`src/rtl/div_iter_param_if.sv`:
```
// EXE <-> iterative divider request/response bundle.
// master = EXE side (drives the request), slave = divider side.
interface div_iter_param_if #(
    parameter int unsigned WIDTH = 32
);
    logic               start_i;
    logic               signed_i;
    logic               annul_i;
    logic [WIDTH-1:0]   opdata1_i;
    logic [WIDTH-1:0]   opdata2_i;
    logic [2*WIDTH-1:0] result_o;
    logic               ready_o;
    logic               busy_o;
    logic               dbz_o;

    modport master (
        output start_i, signed_i, annul_i, opdata1_i, opdata2_i,
        input  result_o, ready_o, busy_o, dbz_o
    );

    modport slave (
        input  start_i, signed_i, annul_i, opdata1_i, opdata2_i,
        output result_o, ready_o, busy_o, dbz_o
    );
endinterface

```
`src/rtl/div_iter_param.sv`:
```
// Iterative restoring divider, one quotient bit per cycle; result = {remainder, quotient}.
// Optional macro DIV_EARLY_TERM_EN skips the leading-zero iterations of |dividend|.
module div_iter_param #(
    parameter int unsigned WIDTH = 32
) (
    input  logic             clk,
    input  logic             rst,
    div_iter_param_if.slave  bus
);
    localparam int unsigned CW = $clog2(WIDTH + 1);

    typedef enum logic [2:0] {S_IDLE, S_DBZ, S_CALC, S_FIX, S_DONE} state_t;

    state_t             r_state;
    state_t             w_next;
    logic [WIDTH-1:0]   r_quo;
    logic [WIDTH-1:0]   r_div;
    logic [WIDTH:0]     r_rem;
    logic [CW-1:0]      r_cnt;
    logic               r_neg_q;
    logic               r_neg_r;
    logic               r_zdiv;
    logic [2*WIDTH-1:0] r_result;
    logic               r_ready;
    logic               r_busy;
    logic               r_dbz;

    logic               w_accept;
    logic               w_div_zero;
    logic               w_ready_d;
    logic               w_busy_d;
    logic               w_dbz_d;
    logic               w_load_res;
    logic [2*WIDTH-1:0] w_res_d;
    logic [WIDTH-1:0]   w_abs1;
    logic [WIDTH-1:0]   w_abs2;
    logic [WIDTH-1:0]   w_quo_init;
    logic [CW-1:0]      w_cnt_init;
    logic [WIDTH+1:0]   w_trial;
    logic [WIDTH-1:0]   w_q_fix;
    logic [WIDTH-1:0]   w_r_fix;

    // Operand magnitudes; unsigned mode passes the raw bits through.
    assign w_abs1 = (bus.signed_i && bus.opdata1_i[WIDTH-1]) ?
                    WIDTH'(~bus.opdata1_i + WIDTH'(1)) : bus.opdata1_i;
    assign w_abs2 = (bus.signed_i && bus.opdata2_i[WIDTH-1]) ?
                    WIDTH'(~bus.opdata2_i + WIDTH'(1)) : bus.opdata2_i;
    assign w_div_zero = (bus.opdata2_i == '0);

`ifdef DIV_EARLY_TERM_EN
    logic [CW-1:0] w_lz;

    // Leading zeros of |dividend|; a zero dividend still needs one iteration.
    always_comb begin
        w_lz = CW'(WIDTH - 1);
        for (int i = 0; i < WIDTH; i++) begin
            if (w_abs1[i]) w_lz = CW'(WIDTH - 1 - i);
        end
    end

    assign w_quo_init = w_abs1 << w_lz;
    assign w_cnt_init = CW'(WIDTH) - w_lz;
`else
    assign w_quo_init = w_abs1;
    assign w_cnt_init = CW'(WIDTH);
`endif

    // Trial subtract on the shifted partial remainder; MSB set means it went negative.
    assign w_trial = {1'b0, r_rem, r_quo[WIDTH-1]} - {2'b00, r_div};

    assign w_q_fix = r_neg_q ? WIDTH'(~r_quo + WIDTH'(1)) : r_quo;
    assign w_r_fix = r_neg_r ? WIDTH'(~r_rem[WIDTH-1:0] + WIDTH'(1)) : r_rem[WIDTH-1:0];

    always_comb begin
        w_next     = r_state;
        w_accept   = 1'b0;
        w_ready_d  = 1'b0;
        w_dbz_d    = 1'b0;
        w_load_res = 1'b0;
        w_res_d    = r_result;
        case (r_state)
            S_IDLE: begin
                if (bus.start_i && !bus.annul_i) begin
                    w_accept = 1'b1;
                    w_next   = w_div_zero ? S_DBZ : S_CALC;
                end
            end
            S_DBZ: begin
                w_next     = S_DONE;
                w_load_res = 1'b1;
                w_res_d    = {r_quo, {WIDTH{1'b1}}};
            end
            S_CALC: begin
                if (r_cnt == CW'(1)) w_next = S_FIX;
            end
            S_FIX: begin
                w_next     = S_DONE;
                w_load_res = 1'b1;
                w_res_d    = {w_r_fix, w_q_fix};
            end
            S_DONE: begin
                // Show the result at least once even if start_i already dropped.
                w_ready_d = bus.start_i || !r_ready;
                w_dbz_d   = w_ready_d && r_zdiv;
                if (!bus.start_i) w_next = S_IDLE;
            end
            default: w_next = S_IDLE;
        endcase
        if (bus.annul_i && (r_state != S_IDLE)) begin
            w_next     = S_IDLE;
            w_ready_d  = 1'b0;
            w_dbz_d    = 1'b0;
            w_load_res = 1'b0;
        end
        w_busy_d = (w_next == S_DBZ) || (w_next == S_CALC) || (w_next == S_FIX);
    end

    always_ff @(posedge clk) begin
        if (!rst) begin
            r_state  <= S_IDLE;
            r_result <= '0;
            r_ready  <= 1'b0;
            r_busy   <= 1'b0;
            r_dbz    <= 1'b0;
        end else begin
            r_state <= w_next;
            r_ready <= w_ready_d;
            r_busy  <= w_busy_d;
            r_dbz   <= w_dbz_d;
            if (w_load_res) r_result <= w_res_d;
        end
    end

    // Operand capture at accept, then the shift/subtract iteration.
    always_ff @(posedge clk) begin
        if (!rst) begin
            r_quo   <= '0;
            r_div   <= '0;
            r_rem   <= '0;
            r_cnt   <= '0;
            r_neg_q <= 1'b0;
            r_neg_r <= 1'b0;
            r_zdiv  <= 1'b0;
        end else if (w_accept) begin
            r_zdiv  <= w_div_zero;
            r_rem   <= '0;
            r_div   <= w_abs2;
            r_neg_q <= bus.signed_i && (bus.opdata1_i[WIDTH-1] ^ bus.opdata2_i[WIDTH-1]);
            r_neg_r <= bus.signed_i && bus.opdata1_i[WIDTH-1];
            r_quo   <= w_div_zero ? bus.opdata1_i : w_quo_init;
            r_cnt   <= w_div_zero ? '0 : w_cnt_init;
        end else if (r_state == S_CALC) begin
            r_cnt <= r_cnt - CW'(1);
            r_quo <= {r_quo[WIDTH-2:0], ~w_trial[WIDTH+1]};
            r_rem <= w_trial[WIDTH+1] ? {r_rem[WIDTH-1:0], r_quo[WIDTH-1]} : w_trial[WIDTH:0];
        end
    end

    assign bus.result_o = r_result;
    assign bus.ready_o  = r_ready;
    assign bus.busy_o   = r_busy;
    assign bus.dbz_o    = r_dbz;
endmodule

```
`src/flat_wrapper.sv`:
```
// flat-port wrapper written by rule: the top's interface ports become plain ports
module div_iter_param_flat 
#(
    parameter int unsigned WIDTH = 32
)
  (clk, rst, bus_start_i, bus_signed_i, bus_annul_i, bus_opdata1_i, bus_opdata2_i, bus_result_o, bus_ready_o, bus_busy_o, bus_dbz_o);
  div_iter_param_if #(.WIDTH(WIDTH)) bus_i ();
  input  logic clk;
  input  logic rst;
  input wire logic [$bits(bus_i.start_i)-1:0] bus_start_i;
  input wire logic [$bits(bus_i.signed_i)-1:0] bus_signed_i;
  input wire logic [$bits(bus_i.annul_i)-1:0] bus_annul_i;
  input wire logic [$bits(bus_i.opdata1_i)-1:0] bus_opdata1_i;
  input wire logic [$bits(bus_i.opdata2_i)-1:0] bus_opdata2_i;
  output wire logic [$bits(bus_i.result_o)-1:0] bus_result_o;
  output wire logic [$bits(bus_i.ready_o)-1:0] bus_ready_o;
  output wire logic [$bits(bus_i.busy_o)-1:0] bus_busy_o;
  output wire logic [$bits(bus_i.dbz_o)-1:0] bus_dbz_o;
  assign bus_i.start_i = bus_start_i;
  assign bus_i.signed_i = bus_signed_i;
  assign bus_i.annul_i = bus_annul_i;
  assign bus_i.opdata1_i = bus_opdata1_i;
  assign bus_i.opdata2_i = bus_opdata2_i;
  assign bus_result_o = bus_i.result_o;
  assign bus_ready_o = bus_i.ready_o;
  assign bus_busy_o = bus_i.busy_o;
  assign bus_dbz_o = bus_i.dbz_o;
  div_iter_param #(.WIDTH(WIDTH)) u_core (.clk(clk), .rst(rst), .bus(bus_i));
endmodule
```
`config.mk`:
```
export PLATFORM = sky130hd
export DESIGN_NAME = div_iter_param_flat
export DESIGN_NICKNAME = d
export VERILOG_FILES = /design/src/rtl/div_iter_param_if.sv /design/src/rtl/div_iter_param.sv /design/src/flat_wrapper.sv
export SDC_FILE = /design/constraint.sdc
export NUM_CORES = 1
export LEC_CHECK = 0
export BUFFER_PORTS_ARGS = -buffer_cell sky130_fd_sc_hd__buf_2
export CAP_MARGIN = 20
export CORE_ASPECT_RATIO = 0.6
export CORE_MARGIN = 8
export CORE_UTILIZATION = 45
export DETAILED_ROUTE_END_ITERATION = 6
export GPL_TIMING_DRIVEN = 1
export PLACE_DENSITY = 0.75
export SYNTH_ARGS = -nofsm -noshare
export SYNTH_HDL_FRONTEND = slang
export SYNTH_SLANG_ARGS = --single-unit
```
`constraint.sdc`:
```
create_clock -name clk -period 3.1 [get_ports clk]
set_input_delay 0.155 -clock clk [delete_from_list [all_inputs] [get_ports clk]]
set_output_delay 0.155 -clock clk [all_outputs]
set_load 0.01 [all_outputs]
```
Word-level counts from Yosys, hierarchy flattened --
Cells that the tools add are included.
Storage, ports and cells: ROM bits 0, bits in registers 176, output and inout bits 67, memory bits (writable) 0, memories 0, logic and storage cells 76, input bits 69, bits in latches 0
Operators by class: eq/ne operators 8, div/mod/pow operators 0, add/sub/neg operators 6, reduce and logical (&&, ||, !) cells 20, shift operators 0, muxes and demuxes 22, bitwise operators 8, $lt $le $gt $ge 0, $mul 0
Operators with widths (count):
- $mux W32 | 7
- $add A32 B1 Y32 const B | 4
- $not A32 Y32 | 4
- $pmux W64 S2 | 1
- $sub A34 B32 Y34 | 1
- $mux W33 | 1
- $logic_not A32 Y1 | 1
- $mux W6 | 3
- $eq A3 B2 Y1 const B | 4
- $mux W3 | 4
- $pmux W3 S4 | 1
- $eq A3 B1 Y1 const B | 2
- $eq A6 B1 Y1 const B | 1
- $logic_and A1 B1 Y1 | 6
- $sub A6 B1 Y6 const B | 1
- $mux W1 | 4
- $reduce_bool A2 Y1 | 2
- $reduce_or A2 Y1 | 2
- $eq A3 B3 Y1 const B | 1
- $logic_not A3 Y1 | 1
- $logic_or A1 B1 Y1 | 3
- $not A1 Y1 | 3
- $reduce_bool A3 Y1 | 1
- $reduce_or A3 Y1 | 1
- 4 further kinds | 5

Depth between registers and ports, before layout --
word-level depth 8, mapped depth 14, depth with buffers taken out 12

Worst setup path after synthesis --
No wires, ideal clock.
path type reg-to-reg, start register u_core.r_rem[11], end register u_core.r_rem[15], data arrival time 2.984 ns, data required time 2.968 ns, slack -0.016 ns, cell stages (with the launch flop) 13, path buffers 3, setup time 0.132 ns, clock period less this slack 3.116 ns, cells stage by stage dfxtp_1 > ha_1 > clkbuf_1 > a21oi_1 > o21ai_0 > a221o_1 > a21oi_1 > o21a_1 > o311a_1 > buf_1 > buf_2 > mux2i_1 > a21oi_1
Between the ends: cells in the longest elaborated chain, start to end 2
Ends and longest elaborated chain:
- from (decl) | line div_iter_param.sv:18 | logic [WIDTH:0] r_rem;
- from (signal assigned) | line div_iter_param.sv:155 | r_rem <= w_trial[WIDTH+1] ? {r_rem[WIDTH-1:0], r_quo[WIDTH-1]} : w_trial[WIDTH:0];
- $sub A34 B32 Y34 | line div_iter_param.sv:69 | assign w_trial = {1'b0, r_rem, r_quo[WIDTH-1]} - {2'b00, r_div};
- $mux W33 | line div_iter_param.sv:155
No other way between the ends. A chain may end at the register's enable or synchronous reset.

Worst setup path in the final report --
start register u_core.r_rem[2], end register u_core.r_result[60] (netlist: u_core.bus.result_o[60])
Between the ends: cells in the longest elaborated chain, start to end 4
Ends and longest elaborated chain:
- $not A32 Y32 | line div_iter_param.sv:72 | assign w_r_fix = r_neg_r ? WIDTH'(~r_rem[WIDTH-1:0] + WIDTH'(1)) : r_rem[WIDTH-1:0];
- $add A32 B1 Y32 | line div_iter_param.sv:72
- $mux W32 | line div_iter_param.sv:72
- $pmux W64 S2 | line div_iter_param.sv:81 | case (r_state)
- to (signal assigned) | line div_iter_param.sv:130 | if (w_load_res) r_result <= w_res_d;
- to (decl) | line div_iter_param.sv:23 | logic [2*WIDTH-1:0] r_result;
No other way between the ends.

==> metrics.csv <==
stage,metric,value,unit
outcome,outcome,"complete, no violations",
clock_tree,insertion_delay,0.44,ns
yosys,synthCells,1424,
detailed_routing,antenna_left,0,
worst_setup_path,r2r_slack,0.09,ns
die,die-area,30090,µm²
sta,fin_tns_setup,0,ns
grt,grt_antenna_before_repair,0,
die,die_w,218.7,µm
worst_setup_path,cp-start-kind,register,
place,dp_hpwl,26460,µm
clock_tree,cts.path.max_buffers,2,
yosys,ys_warn_count,0,
layout,fin_nets,1691,
yosys,synth_ff_type,dfxtp_1,
worst_setup_path,cpMostUsedCell,or4_4,
grt,groute.usage.overall,22.56,%
die,coreArea,24170,µm²
worst_setup_path,critPathArrivalTime,3.38,ns
die,rows,44,
yosys,synth.top_cells.by_area,"dfxtp_1 32%, a21oi_1 7.9%, xnor2_1 7.8%",
detailed_routing,drt_iter0_markers,1294,
sta,fmax,332.5,MHz
detailed_routing,dr.pass1.iters,6,
worst_setup_path,critPathRequiredTime,3.47,ns
grt,gr-total-overflow,0,
place,post-place-ws,-0.2926,ns
yosys,synth_cell_types,58,
yosys,synthArstFlopShare,0,%
yosys,synth_edf_count,0,
detailed_routing,vias,11290,
job,maxCapViolations,0,
yosys,ys_seq_elements,176,
pwr,ir_drop,0.4758,mV
worst_setup_path,endpoint_kind,register,
yosys,synthTopCellsByCount,"176 x a21oi_1, 176 x dfxtp_1, 143 x nand2_1",
sta,finClkSkew,0.01062,ns
layout,drive_gt1_share,20.61,%
sta,setup_violations,0,
detailed_routing,drc,0,
yosys,yosysSeqAreaShare,31.77,%
pwr,power.density,546.5,nW/µm²
place,gp_congestion,0.9275,
detailed_routing,post_drt_wl_per_cell,18.52,µm
worst_setup_path,cp_slowest_cell,or4_4,
grt,grt_max_degree,100,
clock_tree,cts_tree,built,
worst_setup_path,max_stage_delay,0.47,ns
yosys,yosysTopAreaCellShare,31.77,%
hold_path,hp-class,in -> reg,
clock_tree,cts.htree.levels,4,
worst_setup_path,crit_type,reg -> reg,
sta,setup_slack,0.09234,ns
clock_tree,cts.root.buffer_cell,clkbuf_16,
yosys,syn_area,11090,µm²
die,ios,136,
place,port_buffers,135,
yosys,yosysTopAreaCell,dfxtp_1,
sta,hold_viol_final,0,
layout,diodes,0,
clock_tree,clk_pin_slew,0.07,ns
worst_setup_path,crit_fanout,4,
sta,period_minus_slack,3.008,ns
clock_tree,cts.sinks,176,
yosys,avgSynthCellArea,7.787,µm²
pwr,power_leakage,0.005332,µW
sta,post-route-period-util,97.02,%
detailed_routing,wirelength,35530,µm
sta,report.final.slew_viol_count,0,
layout,area_growth,21.57,%
grt,grt_pass1_wl,54900,µm
die,initial_utilization,45.88,%
die,die_h,137.6,µm
sta,relSlewSlack,52.01,%
clock_tree,cts_buffers,17,
detailed_routing,vias_per_cell,5.888,
yosys,syn_nets,1532,
sta,worstMarginPinSlew,0.7016,ns
worst_setup_path,worstPathCellList,"nor3_4, buf_6, nand3_4, or4_4, or4_4, or4_4, o41ai_4, xnor2_2, o221ai_2, a21oi_1",
grt,grt_pass1_vias,10370,
[flip-flops by register name, summed over array words and instances, names as in the netlist]
| name | cells |
|---|---|
| u_core.bus.busy_o | 1 |
| u_core.r_quo | 32 |
| u_core.r_zdiv | 1 |
| u_core.r_cnt | 6 |
| u_core.r_neg_r | 1 |
| u_core.r_neg_q | 1 |
| u_core.bus.result_o | 64 |
| u_core.bus.ready_o | 1 |
| u_core.r_div | 32 |
| u_core.r_rem | 33 |
| u_core.r_state | 3 |
| u_core.bus.dbz_o | 1 |
[critical path: cells and delay by family (launching register included)]
family | cells | cell delay [ns]
simple gates | 5 | 1.65
compound gates | 3 | 0.63
flops | 1 | 0.36
xor+xnor | 1 | 0.15
buf+inv | 1 | 0.14
[logic make-up after synthesis]
kind of cell,share of synthesized area (%)
AO/OA/AOI/OAI,27.85
XOR/XNOR,11.69
adder cells (fa/ha/maj),4.468
buffers and inverters,5.134
flip-flops,31.77
multiplexers,2.629
AND/OR/NAND/NOR,16.46
[power breakdown]
part | switching (µW) | leakage, µW | internal, µW
Clock | 989 | 0.000309 | 1390
Sequential | 121 | 0.00143 | 2360
Combinational | 1380 | 0.00359 | 1130
[final cells by class]
cell class	instances	area [µm²]
fill	2208	10690
tap	322	402.9
inverter	53	198.9
clock buffer	18	439.2
multi-input combinational	1098	7226
timing repair buffer	237	1480
clock inverter	14	203.9
sequential	176	3531
[per-layer routing]
layer | up-vias | part of all wire, % | global-route usage, %
li1 | 5479 | - | -
met1 | 5259 | 47 | 32.59
met2 | 502 | 42 | 32.61
met3 | 54 | 9.3 | 5.811
met4 | 0 | 1.8 | 6.056
met5 | - | 0 | 0
[stage by stage]
stage	cells	hold slack, ns	util [%]	power (µW)	instance area [µm²]
4_1_cts	1916	0.02157	55.05	7230	13300
2_1_floorplan	1424	0.2566	-	4069	11090
5_1_grt	1918	0.04503	55.78	7696	13480
3_3_place_gp	1882	0.4361	52.03	4788	12580
3_5_place_dp	1883	0.4433	52.10	4843	12590
6_report	1918	0.02366	55.78	7368	13480
[cell usage in the layout, fill, tap and decap left out, types with 14 or more instances in the layout]
cell and count:
a22oi_1 29, xor2_1 49, o31ai_1 25, inv_1 49, mux2i_1 28, clkbuf_16 17
ha_1 34, nand3_1 20, a21oi_1 172, xnor2_1 98, buf_2 135, dfxtp_1 172
nor3_1 16, nor2_1 106, nand2_1 143, a31oi_1 14, o221ai_1 29, buf_4 97
o21ai_0 100, a211oi_1 37
[worst paths after layout]
kind                                                           start                              endpoint  cells after the start
worst max-delay path                    u_core.r_rem[2]$_SDFFE_PP0P_  u_core.bus.result_o[60]$_SDFFE_PN0P_                     10
worst min-delay path                                     bus_start_i          u_core.r_state[2]$_SDFF_PN0_                      3
worst max register to register          u_core.r_rem[2]$_SDFFE_PP0P_  u_core.bus.result_o[60]$_SDFFE_PN0P_                     10
worst min register to register  u_core.bus.result_o[50]$_SDFFE_PN0P_  u_core.bus.result_o[50]$_SDFFE_PN0P_                      2
[timing repair]
action / in CTS / in global routing
endpoints found under the hold margin: 1 / 0
resized for setup: 11 / 40
buffers inserted: 0 / 2
hold buffers: 1 / 0
endpoints found under the setup margin: 8 / 42
pin swaps: 4 / 11
Power figures use the tool's default switching activity.
